<file path="config.mk">
export PLATFORM = sky130hd
export DESIGN_NAME = t2c_move_tracker
export DESIGN_NICKNAME = d
export VERILOG_FILES = /design/src/rtl/t2c_move_tracker.sv
export SDC_FILE = /design/constraint.sdc
export NUM_CORES = 1
export LEC_CHECK = 0
export ABC_AREA = 1
export ABC_CLOCK_PERIOD_IN_PS = 2610
export BUFFER_PORTS_ARGS = -buffer_cell sky130_fd_sc_hd__buf_2
export CAP_MARGIN = 20
export CORE_MARGIN = 10
export CORE_UTILIZATION = 35
export DETAILED_ROUTE_END_ITERATION = 10
export PLACE_DENSITY_LB_ADDON = 0.12
export SYNTH_ARGS = -nofsm -noshare
export SYNTH_HDL_FRONTEND = slang
export SYNTH_SLANG_ARGS = --single-unit
</file>
<file path="constraint.sdc">
create_clock -name clk -period 2.61 [get_ports clk]
set_input_delay 0.3915 -clock clk [delete_from_list [all_inputs] [get_ports clk]]
set_output_delay 0.3915 -clock clk [all_outputs]
set_load 0.02 [all_outputs]
</file>
<file path="src/rtl/t2c_move_tracker.sv">
// Explorer position/heading tracker for a ROWS x COLS grid with exit and bounds detection.
// Optional visited-cell map enabled by defining MOVE_TRACKER_VISIT_MAP_EN.
module t2c_move_tracker #(
  parameter int ROWS      = 9,
  parameter int COLS      = 9,
  parameter int START_ROW = 4,
  parameter int START_COL = 0,
  parameter int EXIT_ROW  = 4,
  parameter int EXIT_COL  = 8
) (
  input  logic       clk,
  input  logic       rst_n,
  input  logic [2:0] move,
  output logic [3:0] pos_row,
  output logic [3:0] pos_col,
  output logic [1:0] heading,
  output logic [7:0] step_cnt,
  output logic [3:0] deadend_cnt,
  output logic       exit_reached,
  output logic       oob_err,
`ifdef MOVE_TRACKER_VISIT_MAP_EN
  output logic       revisit,
  output logic [6:0] unique_cells,
`endif
  output logic       illegal_cmd
);

  typedef enum logic [1:0] {IDLE, TRACK, DONE, ERROR} state_t;

  localparam logic [3:0] ROW_MAX = 4'(ROWS - 1);
  localparam logic [3:0] COL_MAX = 4'(COLS - 1);
  localparam logic [3:0] EXIT_R  = 4'(EXIT_ROW);
  localparam logic [3:0] EXIT_C  = 4'(EXIT_COL);

  state_t     state_q, state_d;
  logic [3:0] row_q, row_d, col_q, col_d;
  logic [1:0] heading_q, heading_d;
  logic [7:0] step_q, step_d;
  logic [3:0] dead_q, dead_d;
  logic       exit_q, exit_d, oob_q, oob_d, illegal_q, illegal_d;

  logic       apply;
  logic [1:0] hdg_new;
  logic       at_edge;
  logic [3:0] row_adv, col_adv;

`ifdef MOVE_TRACKER_VISIT_MAP_EN
  localparam int CELLS     = ROWS * COLS;
  localparam int IW        = $clog2(CELLS);
  localparam int START_IDX = START_ROW * COLS + START_COL;

  logic [CELLS-1:0] visited_q, visited_d;
  logic [6:0]       uniq_q, uniq_d;
  logic             revisit_q, revisit_d;
  logic [IW-1:0]    adv_idx;
`endif

  always_comb begin
    state_d   = state_q;
    row_d     = row_q;
    col_d     = col_q;
    heading_d = heading_q;
    step_d    = step_q;
    dead_d    = dead_q;
    exit_d    = exit_q;
    oob_d     = oob_q;
    illegal_d = (move > 3'd4);

    apply = ((state_q == IDLE) || (state_q == TRACK)) && (move >= 3'd1) && (move <= 3'd4);

    case (move)
      3'd2:    hdg_new = heading_q - 2'd1;
      3'd3:    hdg_new = heading_q + 2'd1;
      3'd4:    hdg_new = heading_q + 2'd2;
      default: hdg_new = heading_q;
    endcase

    // Bounds are judged on the current cell so a wrapped coordinate is never formed.
    row_adv = row_q;
    col_adv = col_q;
    case (hdg_new)
      2'd0: begin at_edge = (col_q == COL_MAX); col_adv = col_q + 4'd1; end
      2'd1: begin at_edge = (row_q == ROW_MAX); row_adv = row_q + 4'd1; end
      2'd2: begin at_edge = (col_q == 4'd0);    col_adv = col_q - 4'd1; end
      default: begin at_edge = (row_q == 4'd0); row_adv = row_q - 4'd1; end
    endcase

`ifdef MOVE_TRACKER_VISIT_MAP_EN
    visited_d = visited_q;
    uniq_d    = uniq_q;
    revisit_d = 1'b0;
    adv_idx   = IW'(int'(row_adv) * COLS + int'(col_adv));
`endif

    if (apply) begin
      heading_d = hdg_new;
      if (move == 3'd4 && dead_q != 4'd15) dead_d = dead_q + 4'd1;
      if (at_edge) begin
        oob_d   = 1'b1;
        state_d = ERROR;
      end else begin
        row_d = row_adv;
        col_d = col_adv;
        if (step_q != 8'd255) step_d = step_q + 8'd1;
        if (row_adv == EXIT_R && col_adv == EXIT_C) begin
          exit_d  = 1'b1;
          state_d = DONE;
        end else begin
          state_d = TRACK;
        end
`ifdef MOVE_TRACKER_VISIT_MAP_EN
        if (visited_q[adv_idx]) begin
          revisit_d = 1'b1;
        end else begin
          visited_d[adv_idx] = 1'b1;
          if (uniq_q != 7'd127) uniq_d = uniq_q + 7'd1;
        end
`endif
      end
    end
  end

  always_ff @(posedge clk or negedge rst_n) begin
    if (!rst_n) begin
      state_q   <= IDLE;
      row_q     <= 4'(START_ROW);
      col_q     <= 4'(START_COL);
      heading_q <= 2'd0;
      step_q    <= 8'd0;
      dead_q    <= 4'd0;
      exit_q    <= 1'b0;
      oob_q     <= 1'b0;
      illegal_q <= 1'b0;
    end else begin
      state_q   <= state_d;
      row_q     <= row_d;
      col_q     <= col_d;
      heading_q <= heading_d;
      step_q    <= step_d;
      dead_q    <= dead_d;
      exit_q    <= exit_d;
      oob_q     <= oob_d;
      illegal_q <= illegal_d;
    end
  end

`ifdef MOVE_TRACKER_VISIT_MAP_EN
  always_ff @(posedge clk or negedge rst_n) begin
    if (!rst_n) begin
      visited_q            <= '0;
      visited_q[START_IDX] <= 1'b1;
      uniq_q               <= 7'd1;
      revisit_q            <= 1'b0;
    end else begin
      visited_q <= visited_d;
      uniq_q    <= uniq_d;
      revisit_q <= revisit_d;
    end
  end

  assign revisit      = revisit_q;
  assign unique_cells = uniq_q;
`endif

  assign pos_row      = row_q;
  assign pos_col      = col_q;
  assign heading      = heading_q;
  assign step_cnt     = step_q;
  assign deadend_cnt  = dead_q;
  assign exit_reached = exit_q;
  assign oob_err      = oob_q;
  assign illegal_cmd  = illegal_q;

endmodule

</file>
# --- After elaboration in Yosys (flattened, before gate mapping) ---
# Cells that the tools add are included.
totals:
  ff_bits: 27
  in_bits: 5
  out_inout_bits: 25
  elab_cells: 55
classes:
  addsub: 9
  order_cmp: 3
  eq_ne: 12
  n_mux: 6
  bitwise: 1
  n_reduce_logical: 15
op_table:
  columns: ["operator", "n"]
  rows:
  - ["$pmux W4 S2", 2]
  - ["$add A4 B1 Y4 const B", 3]
  - ["$eq A4 B4 Y1 const B", 3]
  - ["$add A8 B1 Y8 const B", 1]
  - ["$logic_not A4 Y1", 2]
  - ["$ne A8 B8 Y1 const B", 1]
  - ["$sub A4 B1 Y4 const B", 2]
  - ["$eq A3 B2 Y1 const B", 2]
  - ["$pmux W2 S3", 1]
  - ["$reduce_and A2 Y1", 3]
  - ["$reduce_and A3 Y1", 2]
  - ["$eq A2 B1 Y1 const B", 2]
  - ["$eq A4 B3 Y1 const B", 1]
  - ["$logic_and A1 B1 Y1", 4]
  - ["$logic_not A2 Y1", 2]
  - ["$mux W2", 2]
  - ["$ne A4 B4 Y1 const B", 1]
  - ["$eq A3 B3 Y1 const B", 1]
  - ["$ge A3 B1 Y1 const B", 1]
  - ["$gt A3 B3 Y1 const B", 1]
  - ["$le A3 B3 Y1 const B", 1]
  - ["$pmux W1 S3", 1]
  - ["$add A2 B1 Y2 const B", 1]
  - ["$add A2 B2 Y2 const B", 1]
  - ["5 further kinds", 5]

# --- Depth between registers and ports, before layout ---
depth:
  depth_word: 9
  mapped_depth: 18
  mapped_depth_nobuf: 18

# --- Least setup slack after synthesis ---
# Ideal clock, no wire load.
synth_timing:
  path_kind: "register to register"
  startpoint: "reg heading_q[0], in the netlist heading[0]"
  endpoint: "reg state_q[1]"
  setup_ns: 0.074
  t_arrival_ns: 2.151
  path_slack_ns: 0.385
  stages_incl_launch_ff: 17
  path_buffers: 0
  synth_period_minus_slack_ns: 2.225
  path_cell_list: "dfrtp_1 > inv_1 > nand2_1 > nand2_1 > nand2_1 > nand2_1 > nand2_2 > nand2_2 > nor2_1 > inv_1 > fa_1 > xnor2_1 > mux2i_1 > nand2_1 > nor2_1 > nand2_2 > o21ai_2"
synth_via:
  elab_chain_len: 9
  word_cells_on_any_way: 16
  cone_classes: "add/sub: 3; eq/ne: 4; mux: 6; reduce/logical: 3"
synth_lines:
  columns: ["element", "line", "rtl"]
  rows:
  - ["start, declared", "37", "logic [1:0] heading_q, heading_d;"]
  - ["start signal, assigned", "138", "heading_q <= heading_d;"]
  - ["$add A2 B2 Y2, or another cell as far along", "74", "3'd4: hdg_new = heading_q + 2'd2;"]
  - ["$pmux W2 S3 (*)", "71", "case (move)"]
  - ["$eq A2 B2 Y1 / $logic_not A2 Y1 (equally long branches)", "81", "case (hdg_new)"]
  - ["$reduce_or A2 Y1 (no line)", null, null]
  - ["$pmux W4 S2", "81", null]
  - ["$eq A4 B3 Y1", "105", "if (row_adv == EXIT_R && col_adv == EXIT_C) begin"]
  - ["$logic_and A1 B1 Y1", "105", null]
  - ["$mux W2", "105", null]
  - ["$mux W2 (*)", "98", "if (at_edge) begin"]
  - ["end signal, assigned", "135", "state_q <= state_d;"]
  - ["end, declared", "35", "state_t state_q, state_d;"]
# Mark *: on every way between the ends. The rest lies on a longest branch, timed or not.
# A chain may end at the register's enable or synchronous reset.

# --- Final worst setup path ---
layout_timing:
  startpoint: "reg heading_q[0], in the netlist heading[0]"
  endpoint: "reg exit_q, in the netlist exit_reached"
layout_via:
  elab_chain_len: 8
  word_cells_on_any_way: 16
  cone_classes: "add/sub: 3; eq/ne: 4; mux: 4; bitwise: 1; reduce/logical: 4"
layout_lines:
  columns: ["element", "line", "rtl"]
  rows:
  - ["$add A2 B2 Y2, or another cell as far along", "74", null]
  - ["$pmux W2 S3 (*)", "71", null]
  - ["$eq A2 B2 Y1 / $logic_not A2 Y1 (equally long branches)", "81", null]
  - ["$reduce_or A2 Y1 (no line)", null, null]
  - ["$pmux W4 S2", "81", null]
  - ["$eq A4 B3 Y1", "105", null]
  - ["$logic_and A1 B1 Y1", "105", null]
  - ["$reduce_and A3 Y1 (no line) (*)", null, null]
  - ["end signal, assigned", "141", "exit_q <= exit_d;"]
  - ["end, declared", "40", "logic exit_q, exit_d, oob_q, oob_d, illegal_q, illegal_d;"]
# Marks and branches as above.

==> reports/metrics.yaml <==
clocking:
  numClockSinks: 26
  clk_latency_ps: 270
  postCtsSetupRepairBufs: 0
  path_clk_slew_ps: 90
  cts_tree: "done"
  cts_hold_buf: 0
  numCtsBuffers: 3
  h-tree-depth: 1
  ctsRootBufferMaster: "clkbuf_8"
  clock_path_buffers: 2
routing:
  drtPass1Iterations: 4
  drt_iter0_markers: 50
  num_vias: 1369
  route.detailed.drc: 0
  drt_wl_total_mm: 3.57
  vias_per_cell: 4.84
  ant_nets: 0
  wl_per_cell_microns: 12.6
synthesis:
  netlist_area_sq_um: 1630
  syn_area_per_cell_sq_um: 8.17
  seq_area_frac_synth: 0.399
  synthDistinctLibCells: 29
  synth_fp_nets: 213
  ys_warn_count: 0
  yosys.area.top_type_share: 0.383
  yosys.area.top_type: "dfrtp_1"
  yosys-top-cells-area: "dfrtp_1 (38%), nand2_1 (13%), nand3_1 (6.4%), inv_1 (5.3%), ha_1 (4.6%)"
  ys_ff_latch: 26
  syn_inst: 200
worst_setup_path:
  worst-path-buf-inv: 1
  regToRegSetupSlack_ps: 280
  crit_family: "simple AND/OR/NAND/NOR gates"
  crit_type: "reg -> reg"
  crit_required_ps: 2810
  critical_path.cell_chain: "inv_1 > nand2_1 > nand2_1 > nand2_1 > nand2_1 > nand2_2 > nand2_4 > nand2_1 > fa_1 > xnor2_1 > nand2_1 > o21ai_0 > nor2_1 > nand3_1 > nor2_1 > nand2_2 > o21bai_2"
  critPathSlowestCell: "dfrtp_1"
  worstPathArrival_ps: 2530
  critPathMaxFanout: 6
  cp_common_cell: "nand2_1"
  critPathMaxStageDelay_ps: 410
  end_kind: "flop"
  critPathLaunchType: "flop"
floorplanning:
  floorplan.initialDensity: 0.368
  core_area_sq_um: 4440
  ioPinCount: 30
  die_height_microns: 88.3
  rows: 24
  dieArea_sq_um: 7800
  die_w_microns: 88.3
cells_and_area:
  antenna_cells: 0
  fin_nets: 245
  mostFrequentLayoutCells: "nand2_1 (56), buf_2 (29), dfrtp_1 (25), inv_1 (23), nand3_1 (21)"
  area.growth.synth_to_final_pct: 14.2
  mostFrequentLayoutCell: "nand2_1"
  drive_gt1_frac: 0.225
sta:
  tns_ps: 0
  setup_viol: 0
  period_needed_ps: 2330
  fin_crit_sh: 0.892
  final_max_slew_viol_count: 0
  fmax_mhz: 429
  relSlewSlack: 0.584
  hold_viol: 0
  tightestPinTransition_ps: 620
  clock_skew_ps: 1.87
  rsz0062_at_grt: "false"
power_and_ir_drop:
  power.total_uw: 710
  irDropWorstVdd_v: 0.000190
  p_leak_nw: 1.03
  swShare: 0.244
  seqPwrFrac: 0.570
  power.switching_uw: 174
  p_per_area_nw_per_um2: 381
  internal-power_uw: 537
  pwr-share-clk: 0.332
  comb_power_share: 0.098
global_route:
  grt_max_degree: 27
  first_global_vias: 1276
  grt_pass1_wl_mm: 6.08
  antenna_found_initial: 0
  grtUsageTotal: 0.0950
  grt-ovfl-total: 0
hold_path:
  hold_path.class: "in -> async"
flow_run:
  drv_cap: 0
placement:
  gp_congestion: 0.748
  hpwlAfterDp_mm: 2.78
  numPortBuffers: 29
outcome:
  outcome: "completed"
==> cell usage after synthesis <==
| cell | number |
|---|---|
| nand2_4 | 1 |
| mux2_2 | 1 |
| dfrtp_1 | 25 |
| inv_2 | 1 |
| o21bai_2 | 1 |
| mux2i_1 | 1 |
| nand3_1 | 21 |
| nor2_1 | 6 |
| nand2_1 | 56 |
| dfstp_2 | 1 |
| nor2_2 | 2 |
| o21ai_2 | 1 |
| nor3_1 | 2 |
| xor2_1 | 6 |
| ha_1 | 6 |
| nand4_1 | 6 |
| nand4_2 | 1 |
| o21bai_1 | 1 |
| buf_8 | 1 |
| buf_6 | 2 |
| inv_4 | 1 |
| o21ai_0 | 14 |
| inv_1 | 23 |
| fa_1 | 2 |
| xnor2_1 | 7 |
| nand3_2 | 2 |
| a311oi_1 | 1 |
| nand2_2 | 6 |
| nor4_1 | 2 |
==> flip-flops by register name, summed over array words and instances, names as in the netlist <==
name,count
step_cnt,8
heading,2
state_q,1
oob_err,1
exit_reached,1
deadend_cnt,4
pos_col,4
pos_row,4
illegal_cmd,1
==> per-stage QoR <==
| step | std cells | utilization | hold slack, ps | worst slack, ps | cell area [sq um] |
|---|---|---|---|---|---|
| floorplan | 200 | - | 95.9 | 385 | 1630 |
| global placement | 279 | 0.408 | 446 | 172 | 1810 |
| detailed placement | 279 | 0.408 | 442 | 114 | 1810 |
| CTS | 283 | 0.418 | 141 | 214 | 1860 |
| global route | 283 | 0.420 | 154 | 23.2 | 1870 |
| finish | 283 | 0.420 | 116 | 281 | 1870 |
==> layout make-up <==
class                      count  area [sq um]
sequential                    26           652
multi-input combinational    146           856
fill                         460          2580
inverter                      25          96.3
clock buffer                   4          45.0
timing repair buffer          30           153
tap                           52          65.1
==> path summary, 6_finish.rpt <==
check	start	to	cells after the start
min reg2reg	exit_reached$_DFFE_PN0P_	exit_reached$_DFFE_PN0P_	1
min in group clk	move[2]	illegal_cmd$_DFF_PN0_	3
max reg2reg	heading[0]$_DFFE_PN0P_	exit_reached$_DFFE_PN0P_	17
min	rst_n	deadend_cnt[1]$_DFFE_PN0P_	1
max	heading[0]$_DFFE_PN0P_	exit_reached$_DFFE_PN0P_	17
max in group asynchronous	rst_n	pos_row[1]$_DFFE_PN0P_	1
==> kinds of logic (layout without fill, tap and decap cells) <==
kind of cell / Yosys count / in the layout / share of synthesized area
AO/OA/AOI/OAI: 18 / 18 / 0.0651
XOR/XNOR: 13 / 13 / 0.0697
adder cells (fa/ha/maj): 8 / 8 / 0.0704
buffers and inverters: 28 / 59 / 0.0819
flip-flops: 26 / 26 / 0.399
multiplexers: 2 / 2 / 0.0130
AND/OR/NAND/NOR: 105 / 105 / 0.301
==> worst reg2reg max path, stage by stage, from the launching register on <==
cell	delay (ps)
dfrtp_1	410
inv_1	90
nand2_1	50
nand2_1	50
nand2_1	70
nand2_1	80
nand2_2	80
nand2_4	100
nand2_1	110
fa_1	390
xnor2_1	130
nand2_1	60
o21ai_0	90
nor2_1	110
nand3_1	90
nor2_1	140
nand2_2	90
o21bai_2	100
==> layer usage <==
metal / part of all wire / GRT usage / wire length [microns] / vias up
li1: - / - / - / 710
met1: 0.48 / 0.123 / 1700 / 629
met2: 0.44 / 0.147 / 1580 / 24
met3: 0.069 / 0.0358 / 247 / 6
met4: 0.012 / 0.0206 / 44 / 0
met5: 0 / 0 / 0 / -
==> power by group through the flow <==
stage	clock network, mW	registers, mW	logic [mW]
after floorplan	0	0.415	0.0465
after global routing	0.271	0.405	0.0797
final	0.236	0.405	0.0697
after global placement	0	0.413	0.0706
after detailed placement	0	0.413	0.0704
after CTS	0.248	0.405	0.0706
==> repair_timing <==
| item | 4_1_cts | 5_1_grt |
|---|---|---|
| resized for setup | 0 | 2 |
| hold endpoints to repair | 0 | 0 |
| setup endpoints to repair | 0 | 2 |
Note: power is estimated with default switching activity, not from simulation.
